## src/rtl/divider.sv

```systemverilog
// Signed 32-bit restoring divider: quotient truncates toward zero, remainder takes the dividend's sign.
// Optional divide-by-zero detection is enabled by defining DIVIDER_ZERO_DETECT_EN.
module divider (
   input  logic        clk,
   input  logic        reset,
   input  logic        start,
   input  logic [31:0] dvd,
   input  logic [31:0] dvs,
   output logic [31:0] hi,
   output logic [31:0] lo,
   output logic        busy,
   output logic        div0
);

   typedef enum logic [1:0] {IDLE, RUN, FIX} state_t;

   state_t      state_q, state_d;
   logic [31:0] rem_q, rem_d;
   logic [31:0] quo_q, quo_d;
   logic [31:0] dvs_mag_q, dvs_mag_d;
   logic [4:0]  cnt_q, cnt_d;
   logic        neg_quo_q, neg_quo_d;
   logic        neg_rem_q, neg_rem_d;
   logic [31:0] hi_q, hi_d;
   logic [31:0] lo_q, lo_d;
   logic        div0_q, div0_d;

   logic [32:0] shifted;
   logic [32:0] diff;
   logic        load;

   always_comb begin
      state_d   = state_q;
      rem_d     = rem_q;
      quo_d     = quo_q;
      dvs_mag_d = dvs_mag_q;
      cnt_d     = cnt_q;
      neg_quo_d = neg_quo_q;
      neg_rem_d = neg_rem_q;
      hi_d      = hi_q;
      lo_d      = lo_q;
      div0_d    = div0_q;
      load      = 1'b0;

      shifted = {rem_q, quo_q[31]};
      diff    = shifted - {1'b0, dvs_mag_q};

      case (state_q)
         RUN: begin
            if (!diff[32]) begin
               rem_d = diff[31:0];
               quo_d = {quo_q[30:0], 1'b1};
            end else begin
               rem_d = shifted[31:0];
               quo_d = {quo_q[30:0], 1'b0};
            end
            cnt_d = cnt_q + 5'd1;
            if (cnt_q == 5'd31) state_d = FIX;
         end
         FIX: begin
            lo_d    = neg_quo_q ? -quo_q : quo_q;
            hi_d    = neg_rem_q ? -rem_q : rem_q;
            state_d = IDLE;
         end
         default: ;
      endcase

      // A start always wins over the current operation, aborting it without a write.
      if (start) begin
`ifdef DIVIDER_ZERO_DETECT_EN
         if (dvs == 32'd0) begin
            state_d = IDLE;
            div0_d  = 1'b1;
         end else begin
            div0_d = 1'b0;
            load   = 1'b1;
         end
`else
         load = 1'b1;
`endif
      end

      if (load) begin
         // Unsigned negation maps 0x80000000 to itself, which is its correct magnitude.
         rem_d     = 32'd0;
         quo_d     = dvd[31] ? -dvd : dvd;
         dvs_mag_d = dvs[31] ? -dvs : dvs;
         cnt_d     = 5'd0;
         neg_quo_d = dvd[31] ^ dvs[31];
         neg_rem_d = dvd[31];
         state_d   = RUN;
      end
   end

   always_ff @(posedge clk) begin
      if (!reset) begin
         state_q   <= IDLE;
         rem_q     <= 32'd0;
         quo_q     <= 32'd0;
         dvs_mag_q <= 32'd0;
         cnt_q     <= 5'd0;
         neg_quo_q <= 1'b0;
         neg_rem_q <= 1'b0;
         hi_q      <= 32'd0;
         lo_q      <= 32'd0;
         div0_q    <= 1'b0;
      end else begin
         state_q   <= state_d;
         rem_q     <= rem_d;
         quo_q     <= quo_d;
         dvs_mag_q <= dvs_mag_d;
         cnt_q     <= cnt_d;
         neg_quo_q <= neg_quo_d;
         neg_rem_q <= neg_rem_d;
         hi_q      <= hi_d;
         lo_q      <= lo_d;
         div0_q    <= div0_d;
      end
   end

   assign hi   = hi_q;
   assign lo   = lo_q;
   assign busy = (state_q != IDLE);
`ifdef DIVIDER_ZERO_DETECT_EN
   assign div0 = div0_q;
`else
   assign div0 = 1'b0;
`endif

endmodule
```

## config.mk

```make
export PLATFORM = sky130hd
export DESIGN_NAME = divider
export DESIGN_NICKNAME = d
export VERILOG_FILES = /design/src/rtl/divider.sv
export SDC_FILE = /design/constraint.sdc
export NUM_CORES = 1
export LEC_CHECK = 0
export BUFFER_PORTS_ARGS = -buffer_cell sky130_fd_sc_hd__buf_2
export CAP_MARGIN = 20
export CORE_ASPECT_RATIO = 1.4
export CORE_UTILIZATION = 34
export DETAILED_ROUTE_END_ITERATION = 6
export GPL_TIMING_DRIVEN = 0
export SYNTH_ARGS = -nofsm -noshare
export SYNTH_HDL_FRONTEND = slang
export SYNTH_SLANG_ARGS = --single-unit
export TNS_END_PERCENT = 1
```

## constraint.sdc

```tcl
create_clock -name clk -period 9 [get_ports clk]
set_input_delay 2.25 -clock clk [delete_from_list [all_inputs] [get_ports clk]]
set_output_delay 2.25 -clock clk [all_outputs]
set_load 0.1 [all_outputs]
```

After elaboration in Yosys (flattened, before gate mapping)
Index checks and enable logic that the tools add are counted.
{"block": "word_totals", "reg_bits": 169, "input_bits": 67, "out_inout_bits": 66}
{"block": "classes", "addsub": 6, "n_eq_ne": 5, "n_mux": 12, "n_bitwise": 2, "n_reduce_logical": 7}
{"op": "32-bit 2-to-1 mux", "count": 7}
{"op": "32-bit negator", "count": 4}
{"op": "33-bit by 32-bit subtractor with 33-bit output", "count": 1}
{"op": "2-bit nonzero test", "count": 3}
{"op": "5-bit by 1-bit adder with 5-bit output (second input constant)", "count": 1}
{"op": "5-bit equality test (second input constant)", "count": 1}
{"op": "2-bit one-hot mux with 2 select lines", "count": 1}
{"op": "2-bit AND reduction", "count": 2}
{"op": "1-bit 2-to-1 mux", "count": 3}
{"op": "3-bit inequality test (second input constant)", "count": 1}
{"op": "3-bit nonzero test", "count": 1}
{"op": "2-bit by 1-bit equality test with 1-bit output (second input constant)", "count": 1}
{"op": "2-bit equality test (second input constant)", "count": 1}
{"op": "2-bit 2-to-1 mux", "count": 1}
{"op": "2-bit inequality test (second input constant)", "count": 1}
{"op": "2-bit OR reduction", "count": 1}
{"op": "1-bit inverter", "count": 1}
{"op": "1-bit XOR", "count": 1}

Depth between registers and ports, before layout
Gate-level depths: netlist of the first run.
{"block": "depth", "ltp_word": 4, "depth_mapped": 14, "depth_no_buf": 12}

Least setup slack after synthesis of the first run
OpenSTA, ideal clock, no wires.
{"block": "synth_timing", "kind": "input port to flip-flop", "from": "input dvd[8]", "to": "register quo_q[31]", "setup_time_ps": 60, "t_arrival_ps": 4761, "required_time_ps": 8940, "path_slack_ps": 4180, "path_stages": 8, "path_buffers": 0, "path_cell_list": "or4_4 nor4_2 or3b_1 or3_1 or3_1 or4_1 o21ai_0 o311a_1"}
{"block": "synth_between", "elab_chain_len": 3}
{"element": "start, declared", "line": "7", "rtl": "input logic [31:0] dvd,"}
{"element": "32-bit negator", "line": "86", "rtl": "quo_d = dvd[31] ? -dvd : dvd;"}
{"element": "32-bit 2-to-1 mux", "line": "86"}
{"element": "32-bit 2-to-1 mux", "line": "83", "rtl": "if (load) begin"}
{"element": "end signal, assigned", "line": "110", "rtl": "quo_q <= quo_d;"}
{"element": "end, declared", "line": "19", "rtl": "logic [31:0] quo_q, quo_d;"}
Every way passes these cells.
A chain may end at the register's enable or synchronous reset.

Final worst setup path of the first run
Same ends and word-level chain as after synthesis.

==> metrics.yaml, run 1 <==
setup_path:
  cp-start-kind: "input port"
  rrSetupSlack_ps: 4750
  required_ps: 9390
  cp-end-kind: "flip-flop"
  crit_arrival_ps: 5300
  critPathMaxFanout: 5
  critPathKind: "input port to flip-flop"
drt:
  dr.pass1.iters: 5
  drt-total-wl_um: 37000
  vias_per_cell: 5.50
  antenna_left: 0
  wire_per_inst_um: 18.7
  drc: 0
  via_count: 10900
  drtIter0Drc: 688
cells_and_area:
  utilization: 0.401
  diodes: 0
  final_cell_mix: "nand2_1, dfxtp_1, buf_2"
  final_common_cell: "nand2_1"
  fin_cells: 1980
  fillCellCount: 3323
  areaGrowthSynthToFinish_pct: 15.4
  stdcell_area_um2: 12800
  final_nets: 1678
  drive_gt1_frac: 0.115
placed_design:
  dpl.cell_count: 1948
  dp_hpwl_um: 29700
  place_area_um2: 12200
  gp_congestion: 0.901
  io_buffers: 129
logic_synthesis:
  ys_types: 65
  synth.largest_area_cell: "dfxtp_1"
  synth_top_area_frac: 0.306
  yosysSeqAreaShare: 0.306
  syn_inst: 1424
  synthFlopType: "dfxtp_1"
  ys_warn_count: 0
  synth_area_leaders: "dfxtp_1, nand2_1, xor2_1, o211a_1, o21ai_0"
  netlist_area_um2: 11100
  avgSynthCellArea_um2: 7.76
  synth-seq-cells: 169
  synth_enable_flop_cells: 0
  async_flop_share: 0
  synth_nets: 1530
global_route:
  grt_max_degree: 18
  grt_pass1_vias: 10600
  grt_usage: 0.221
  antenna_found_initial: 0
  grt_pass1_wl_um: 57500
  overflow: 0
timing:
  slew_headroom: 0.380
  min_period_ps: 4910
  max_freq_ghz: 0.204
  final_max_slew_viol_count: 0
  period_share: 0.545
  worst_slew_pin_slew_ps: 907
  rsz0062_at_grt: "false"
  setup_viol: 0
  hold_violations: 0
  fin_tns_setup_ps: 0
  clock_skew_ps: 11.1
cts:
  cts_setup_buffers: 0
  cts_tree: "done"
  h-tree-depth: 4
  clk_latency_ps: 450
  hold_buffers: 0
  clockBufferDepth: 2
  cts_buffers: 17
  cts.root.buffer_cell: "clkbuf_16"
  clkTransAtPathRegs_ps: 70
  cts_sinks: 169
  cts-resized-gates: 0
run:
  maxCapViolations: 0
floorplan:
  ios: 133
  core-area_um2: 31800
  die_h_um: 215
  fp.dieW_um: 154
  initial_utilization: 0.348
  dieArea_um2: 33300
  num_rows: 77
pwr:
  p_leak_nw: 6.04
  ir_drop_v: 0.000126
  cellPowerDensity_nw_per_um2: 159
status:
  status: "finished, final reports clean"
worst_hold_path:
  hp-class: "flip-flop to flip-flop"
## flip-flops by register name, summed over array words and instances, names as in the netlist
signal	cells
quo_q	32
lo	32
dvs_mag_q	32
cnt_q	5
state_q	2
rem_q	32
neg_quo_q	1
hi	32
neg_rem_q	1
## layout make-up
cell class	instances	area, um^2	area share
well taps	395	494	0.0387
clock buffers	17	425	0.0333
repair buffers	129	646	0.0506
inverters	45	169	0.0132
clock inverters	15	135	0.0106
multi-input cells	1119	7160	0.561
plain buffers	91	347	0.0272
flip-flops and latches	169	3380	0.265
## synthesized netlist by cell type, drive strengths merged, types with 3 or more instances
library cell and instances:
a211oi 5, a21boi 6, a21o 17, a21oi 87, a31oi 25, and3 4, buf 8, clkbuf 83
dfxtp 169, ha 38, inv 45, mux2i 13, nand2 287, nand2b 13, nand3 18, nand4 8
nor2 44, nor2b 34, nor3 8, nor4 9, o2111ai 3, o211a 81, o211ai 9, o21a 7
o21ai 114, o21bai 4, o311ai 3, o31ai 37, o41ai 9, or2 7, or3 33, or4 15
xnor2 35, xor2 112
## where the power goes
group          switching [W]  leakage [nW]  internal, W  total (W)
clock network       0.000344         0.265     0.000363   0.000707
logic               0.000318          4.39     0.000189   0.000507
registers          0.0000414          1.38     0.000777   0.000818
## per-stage QoR
| stage | worst slack (ps) | power, W | hold slack [ps] |
|---|---|---|---|
| finish | 4090 | 0.00203 | 461 |
| global route | 3980 | 0.00213 | 489 |
| CTS | 4120 | 0.00204 | 465 |
| detailed placement | 3670 | 0.00134 | 454 |
| global placement | 3680 | 0.00133 | 447 |
| floorplan | 4180 | 0.00118 | 441 |
## worst max-delay path, cell delays in order
cell and delay (ps):
buf_2 120, or4_4 560, nor4_2 240, or3b_1 440, or3_1 380, or3_1 410, or4_1 560, o21ai_0 140
o311a_1 200
## per-layer routing
metal  vias up  part of all wire  GRT usage
li1       5345                 -          -
met2       252              0.53      0.424
met5         -                 0          0
met1      5224              0.41      0.241
met3        74             0.030     0.0301
met4         0             0.032     0.0875
## final timing paths
check	start	to	cells after the start
setup / recovery	dvd[8]	quo_q[31]	9
setup reg to reg	quo_q[31]	rem_q[27]	14
hold reg to reg	cnt_q[4]	cnt_q[4]	2
hold / removal	cnt_q[4]	cnt_q[4]	2
## kinds of logic after synthesis
logic type	Yosys count	synth area share
simple gates	491	0.206
fa+ha+maj	39	0.0448
compound gates	428	0.268
flops	169	0.306
other cells	1	0.000339
buf+inv	136	0.0466
xor+xnor	147	0.116
mux	13	0.0118
No activity file was read; power rests on OpenSTA's default activity.
==> run 2, diff against run 1 <==
- ABC_AREA: default -> 1
- clock period: 9 -> 5 ns (I/O delays scaled with it)
==> run 2 against run 1 <==
Clock skew increased by 1.6 ps. Synthesized cell count increased by 47%. Largest power group unchanged. Register-to-register slack got worse by 2300 ps. Combinational power increased by 44%. First-iteration DRC count increased by 22%. Global-route usage increased by 2.3 points. Sequential share of layout area decreased by 2.8 points. Worst setup slack got worse by 2000 ps. Die area increased by 12%. Cell area increased by 12%. Synthesized area increased by 12%.
==> metrics.yaml, run 2 <==
worst_hold_path:
  hp-class: "flip-flop to flip-flop"
status:
  status: "finished, final reports clean"
global_route:
  grt_util_met1: 0.247
  grt_usage: 0.244
  use_met3: 0.0305
  grt_pass1_vias: 13200
  overflow: 0
  antenna_found_initial: 0
  grt_max_degree: 17
  grt-busiest-layer: "met2"
  use_met2: 0.461
  grt_pass1_wl_um: 69500
cts:
  cts-resized-gates: 0
  clk_latency_ps: 460
  cts_buffers: 17
  hold_buffers: 0
  cts_tree: "done"
  clkTransAtPathRegs_ps: 80
  h-tree-depth: 4
  cts_sinks: 169
  cts_setup_buffers: 0
  clockBufferDepth: 2
  cts.root.buffer_cell: "clkbuf_16"
floorplan:
  fp.dieW_um: 164
  initial_utilization: 0.346
  dieArea_um2: 37300
  ios: 133
  num_rows: 82
  core-area_um2: 35900
  die_h_um: 228
drt:
  wire_per_inst_um: 16.5
  via_count: 13600
  antenna_left: 0
  drc: 0
  dr.pass1.iters: 5
  drt-total-wl_um: 44800
  vias_per_cell: 5.02
  drtIter0Drc: 840
logic_synthesis:
  async_flop_share: 0
  synth-seq-cells: 169
  avgSynthCellArea_um2: 5.93
  synth_top_family_by_area: "simple AND/OR/NAND/NOR gates"
  synth_nets: 2201
  synth_compound_area_frac: 0.161
  synth_area_leaders: "dfxtp_1, nand2_1, inv_1, a21oi_1, nor2_1"
  netlist_area_um2: 12400
  yosysSeqAreaShare: 0.272
  synth_enable_flop_cells: 0
  synthAdderAreaFrac: 0.0399
  synth_top_area_frac: 0.272
  yosys.area_share.simple: 0.339
  syn_inst: 2095
  synth.largest_area_cell: "dfxtp_1"
  synth_mux_area_frac: 0
  ys_warn_count: 0
  synthXorXnorAreaFrac: 0.0571
  yosysMostFrequentCell: "nand2_1"
  ys_types: 49
  synthFlopType: "dfxtp_1"
  ys_top_cells_by_count: "nand2_1, inv_1, nor2_1"
cells_and_area:
  multiInputGateArea_um2: 7420
  final_cell_mix: "nand2_1, inv_1, nor2_1"
  final_nets: 2350
  fillCellCount: 3980
  register_area_um2: 3380
  drive_gt1_frac: 0.0949
  utilization: 0.397
  final_common_cell: "nand2_1"
  areaGrowthSynthToFinish_pct: 14.7
  diodes: 0
setup_path:
  rrSetupSlack_ps: 2420
  critPathMaxFanout: 5
  cp-endpoint: "quo_q[18]"
  worstReg2RegEnd: "quo_q[0]"
  crit_arrival_ps: 3270
  cp-start-kind: "input port"
  timing.rr.start: "quo_q[31]"
  crit_start: "dvd[1]"
  required_ps: 5320
  reg2regPathDepth: 17
  critPathKind: "input port to flip-flop"
  cp-end-kind: "flip-flop"
run:
  maxCapViolations: 0
timing:
  max_freq_ghz: 0.339
  hold_violations: 0
  min_period_ps: 2950
  worst_slew_pin_slew_ps: 821
  final_max_slew_viol_count: 0
  rsz0062_at_grt: "false"
  clock_skew_ps: 12.7
  setup_viol: 0
  period_share: 0.590
  fin_tns_setup_ps: 0
  slew_headroom: 0.453
placed_design:
  io_buffers: 130
  gp_congestion: 0.958
  dp_hpwl_um: 37100
pwr:
  p_leak_nw: 7.34
  cellPowerDensity_nw_per_um2: 248
  ir_drop_v: 0.000182
[run 2: changes by cell type after synthesis, moves of 70 or more]
cell | previous run | this run
a21oi_1 | 87 | 157
nand2_1 | 287 | 601
nor2_1 | 44 | 204
o211a_1 | 81 | 0
inv_1 | 45 | 335
nand3_1 | 18 | 124
[run 2: worst max-delay path, cell delays in order]
cell	delay [ps]
buf_2	90
inv_1	110
ha_1	210
nand3_1	220
nor2_1	300
nand2_1	130
o21ai_0	310
nand2_1	110
xnor2_1	280
nand2_1	120
nand2_1	70
a21oi_1	50
[run 2: kinds of logic after synthesis]
logic type	count (synthesis)
xor gates and xnor gates	81
DFF	169
AOI/OAI and AO/OA	369
and+or+nand+nor	1019
other	1
adders and majority gates	39
buffers and inverters	417
[run 2: area by class of cell]
cell class,count,area share
Buffer,72,0.0227
Clock buffer,18,0.0308
Clock inverter,13,0.0109
Inverter,345,0.0909
Multi-Input combinational cell,1509,0.521
Sequential cell,169,0.238
Tap cell,462,0.0406
Timing Repair Buffer,130,0.0457
[run 2: worst min path at each step]
stage,startpoint,to,depth (start not counted)
6_report,dvs_mag_q[25],dvs_mag_q[25],2
5_1_grt,dvs_mag_q[25],dvs_mag_q[25],2
4_1_cts,dvs_mag_q[25],dvs_mag_q[25],2
3_5_place_dp,dvs_mag_q[25],dvs_mag_q[25],2
3_3_place_gp,dvs_mag_q[25],dvs_mag_q[25],2
2_1_floorplan,dvs_mag_q[25],dvs_mag_q[25],2
[run 2: layer usage]
layer,vias to the layer above,share of wire
li1,6910,-
met1,6237,0.37
met2,363,0.53
met3,125,0.033
met4,0,0.063
met5,-,0
[run 2: stage by stage]
step	hold slack (ps)	std cells	instance area (um^2)	worst slack [ps]	total power [W]
after CTS	464	2718	14200	2090	0.00354
after global placement	446	2687	13600	1620	0.00217
final	459	2718	14200	2050	0.00353
after detailed placement	450	2687	13600	1610	0.00218
after floorplan	426	2095	12400	2310	0.00193
after global routing	486	2718	14200	1850	0.00369
[run 2: report_power, final]
group	leakage, nW	switching (W)	internal (W)	total [W]
logic	5.67	0.000514	0.000214	0.000728
clock network	0.293	0.000616	0.000761	0.00138
registers	1.38	0.0000386	0.00139	0.00143
total	7.34	0.00117	0.00236	0.00353
==> run 3, diff against run 2 <==
- ABC_AREA: 1 -> 0
- clock period: 5 -> 3 ns (I/O delays scaled with it)
==> run 3 against run 2 <==
The flow now finishes with violations (setup timing). Critical path depth down 3. Largest power group unchanged. Critical path type unchanged. First-iteration DRC count down 16%. Count of clock-buffer cells in the layout down 1. Final cell count down 27%. Non-clock buffer count up 26. Hold slack better by 9.6 ps. Critical endpoint is now quo_q[31]. Sequential power up 72%. Register-to-register slack worse by 2600 ps. Largest cell class unchanged.
==> metrics.yaml, run 3 (synthesis gave the netlist of run 1 again) <==
timing:
  period_share: 1.05
  worst_slew_pin_slew_ps: 896
  fin_tns_setup_ps: -2080
  final_max_slew_viol_count: 0
  fin_ws_ps: -164
  setup_viol: 39
  hold_violations: 0
  rsz0062_at_grt: "true"
  clock_skew_ps: 11.3
  whs_ps: 469
  slew_headroom: 0.403
  max_freq_ghz: 0.316
  min_period_ps: 3160
drt:
  antenna_left: 0
  wire_per_inst_um: 18.8
  drtIter0Drc: 703
  drc: 0
  drt-total-wl_um: 37300
  via_count: 10900
  vias_per_cell: 5.49
  dr.pass1.iters: 5
global_route:
  grt_usage: 0.224
  antenna_found_initial: 0
  grt_pass1_vias: 10700
  overflow: 0
  grt_pass1_wl_um: 58200
  grt_max_degree: 17
setup_path:
  timing.rr.start: "rem_q[6]"
  critPathMaxFanout: 5
  cp_slowest_cell: "or4_4"
  rrSetupSlack_ps: -160
  critPathKind: "input port to flip-flop"
  cp-end-kind: "flip-flop"
  path_cells: "buf_2, or4_4, nor4_4, or3b_4, or3_4, or3_4, or4_4, o21ai_2, o311a_1"
  critPathMaxStageDelay_ps: 570
  crit_arrival_ps: 3550
  worstReg2RegEnd: "hi[25]"
  cp-start-kind: "input port"
  reg2regPathDepth: 8
  required_ps: 3390
floorplan:
  dieArea_um2: 33300
  num_rows: 77
  initial_utilization: 0.348
  die_h_um: 215
  core-area_um2: 31800
  fp.dieW_um: 154
  ios: 133
cells_and_area:
  multiInputGateArea_um2: 7510
  final_cell_mix: "nand2_1, dfxtp_1, buf_2"
  fillCellCount: 3253
  diodes: 0
  register_area_um2: 3420
  fin_cells: 1988
  final_common_cell: "nand2_1"
  drive_gt1_frac: 0.171
  areaGrowthSynthToFinish_pct: 20.2
  final_nets: 1686
  stdcell_area_um2: 13300
placed_design:
  dpl.cell_count: 1948
  io_buffers: 129
  place_area_um2: 12200
  gp_congestion: 0.921
  dp_hpwl_um: 29500
worst_hold_path:
  hp-class: "flip-flop to flip-flop"
  min_from: "cnt_q[4]"
  min_path_cells: 2
  hold_end: "cnt_q[4]"
cts:
  cts_buffers: 17
  clkTransAtPathRegs_ps: 70
  cts_sinks: 169
  clk_latency_ps: 450
  h-tree-depth: 4
  hold_buffers: 0
  cts_tree: "done"
  clockBufferDepth: 2
  cts.root.buffer_cell: "clkbuf_16"
pwr:
  p_leak_nw: 6.22
  cellPowerDensity_nw_per_um2: 482
  ir_drop_v: 0.000360
  p_total_w: 0.00640
status:
  status: "finished, violations left"
  violations: "setup timing"
run:
  maxCapViolations: 0
## run 3: changes by cell type in the layout (fill, tap and decap cells not counted), moves of 24 or more
cell / previous run / this run
xor2_1: 77 / 109
nand2_1: 601 / 285
nor3_1: 36 / 7
nor2b_1: 0 / 34
nor2_1: 204 / 43
o21ai_0: 147 / 102
inv_1: 335 / 44
o211a_1: 0 / 81
a21oi_1: 157 / 82
o31ai_1: 4 / 28
xnor2_1: 4 / 34
or3_1: 0 / 24
nand3_1: 124 / 17
## run 3: power breakdown
part	leakage, nW	switching, W	total, W	internal [W]
Clock	0.279	0.00102	0.00226	0.00124
Combinational	4.56	0.00101	0.00168	0.000667
Sequential	1.39	0.000128	0.00246	0.00233
Total	6.22	0.00216	0.00640	0.00424
## run 3: cell type report
| type | count | share of cell area |
|---|---|---|
| clock inverter | 15 | 0.0130 |
| tap | 395 | 0.0372 |
| timing repair buffer | 140 | 0.0553 |
| sequential | 169 | 0.257 |
| multi-input combinational | 1119 | 0.565 |
| buffer | 88 | 0.0280 |
| clock buffer | 17 | 0.0320 |
| inverter | 45 | 0.0129 |
## run 3: worst max path at each step
stage | start | end | slack [ps] | depth (start not counted)
2_1_floorplan | dvd[8] | quo_q[31] | -280 | 8
4_1_cts | rem_q[6] | hi[31] | -170 | 8
6_report | dvd[9] | quo_q[31] | -160 | 9
3_3_place_gp | rem_q[25] | rem_q[27] | -1260 | 12
3_5_place_dp | rem_q[25] | rem_q[27] | -1360 | 12
5_1_grt | rem_q[6] | hi[25] | -280 | 8
## run 3: critical path: cells and delay by family
family,cells,cell delay [ps]
and+or+nand+nor,6,2430
AOI/OAI and AO/OA,2,260
buffers and inverters,1,110
## run 3: what timing repair did
| action | in CTS | in global routing |
|---|---|---|
| pin swaps | 8 | 19 |
| resized for setup | 56 | 69 |
| setup buffers | 8 | 3 |
| endpoints found under the setup margin | 58 | 61 |
## run 3: stage by stage
stage,worst slack (ps),utilization
3_5_place_dp,-1360,0.384
5_1_grt,-285,0.418
4_1_cts,-170,0.411
2_1_floorplan,-285,-
6_report,-164,0.418
3_3_place_gp,-1260,0.384
## run 3: layer usage
| layer | routed length (um) | up-vias | track usage |
|---|---|---|---|
| li1 | - | 5344 | - |
| met3 | 1530 | 89 | 0.0345 |
| met5 | 0 | - | 0 |
| met1 | 14800 | 5163 | 0.243 |
| met4 | 1600 | 0 | 0.104 |
| met2 | 19300 | 309 | 0.419 |
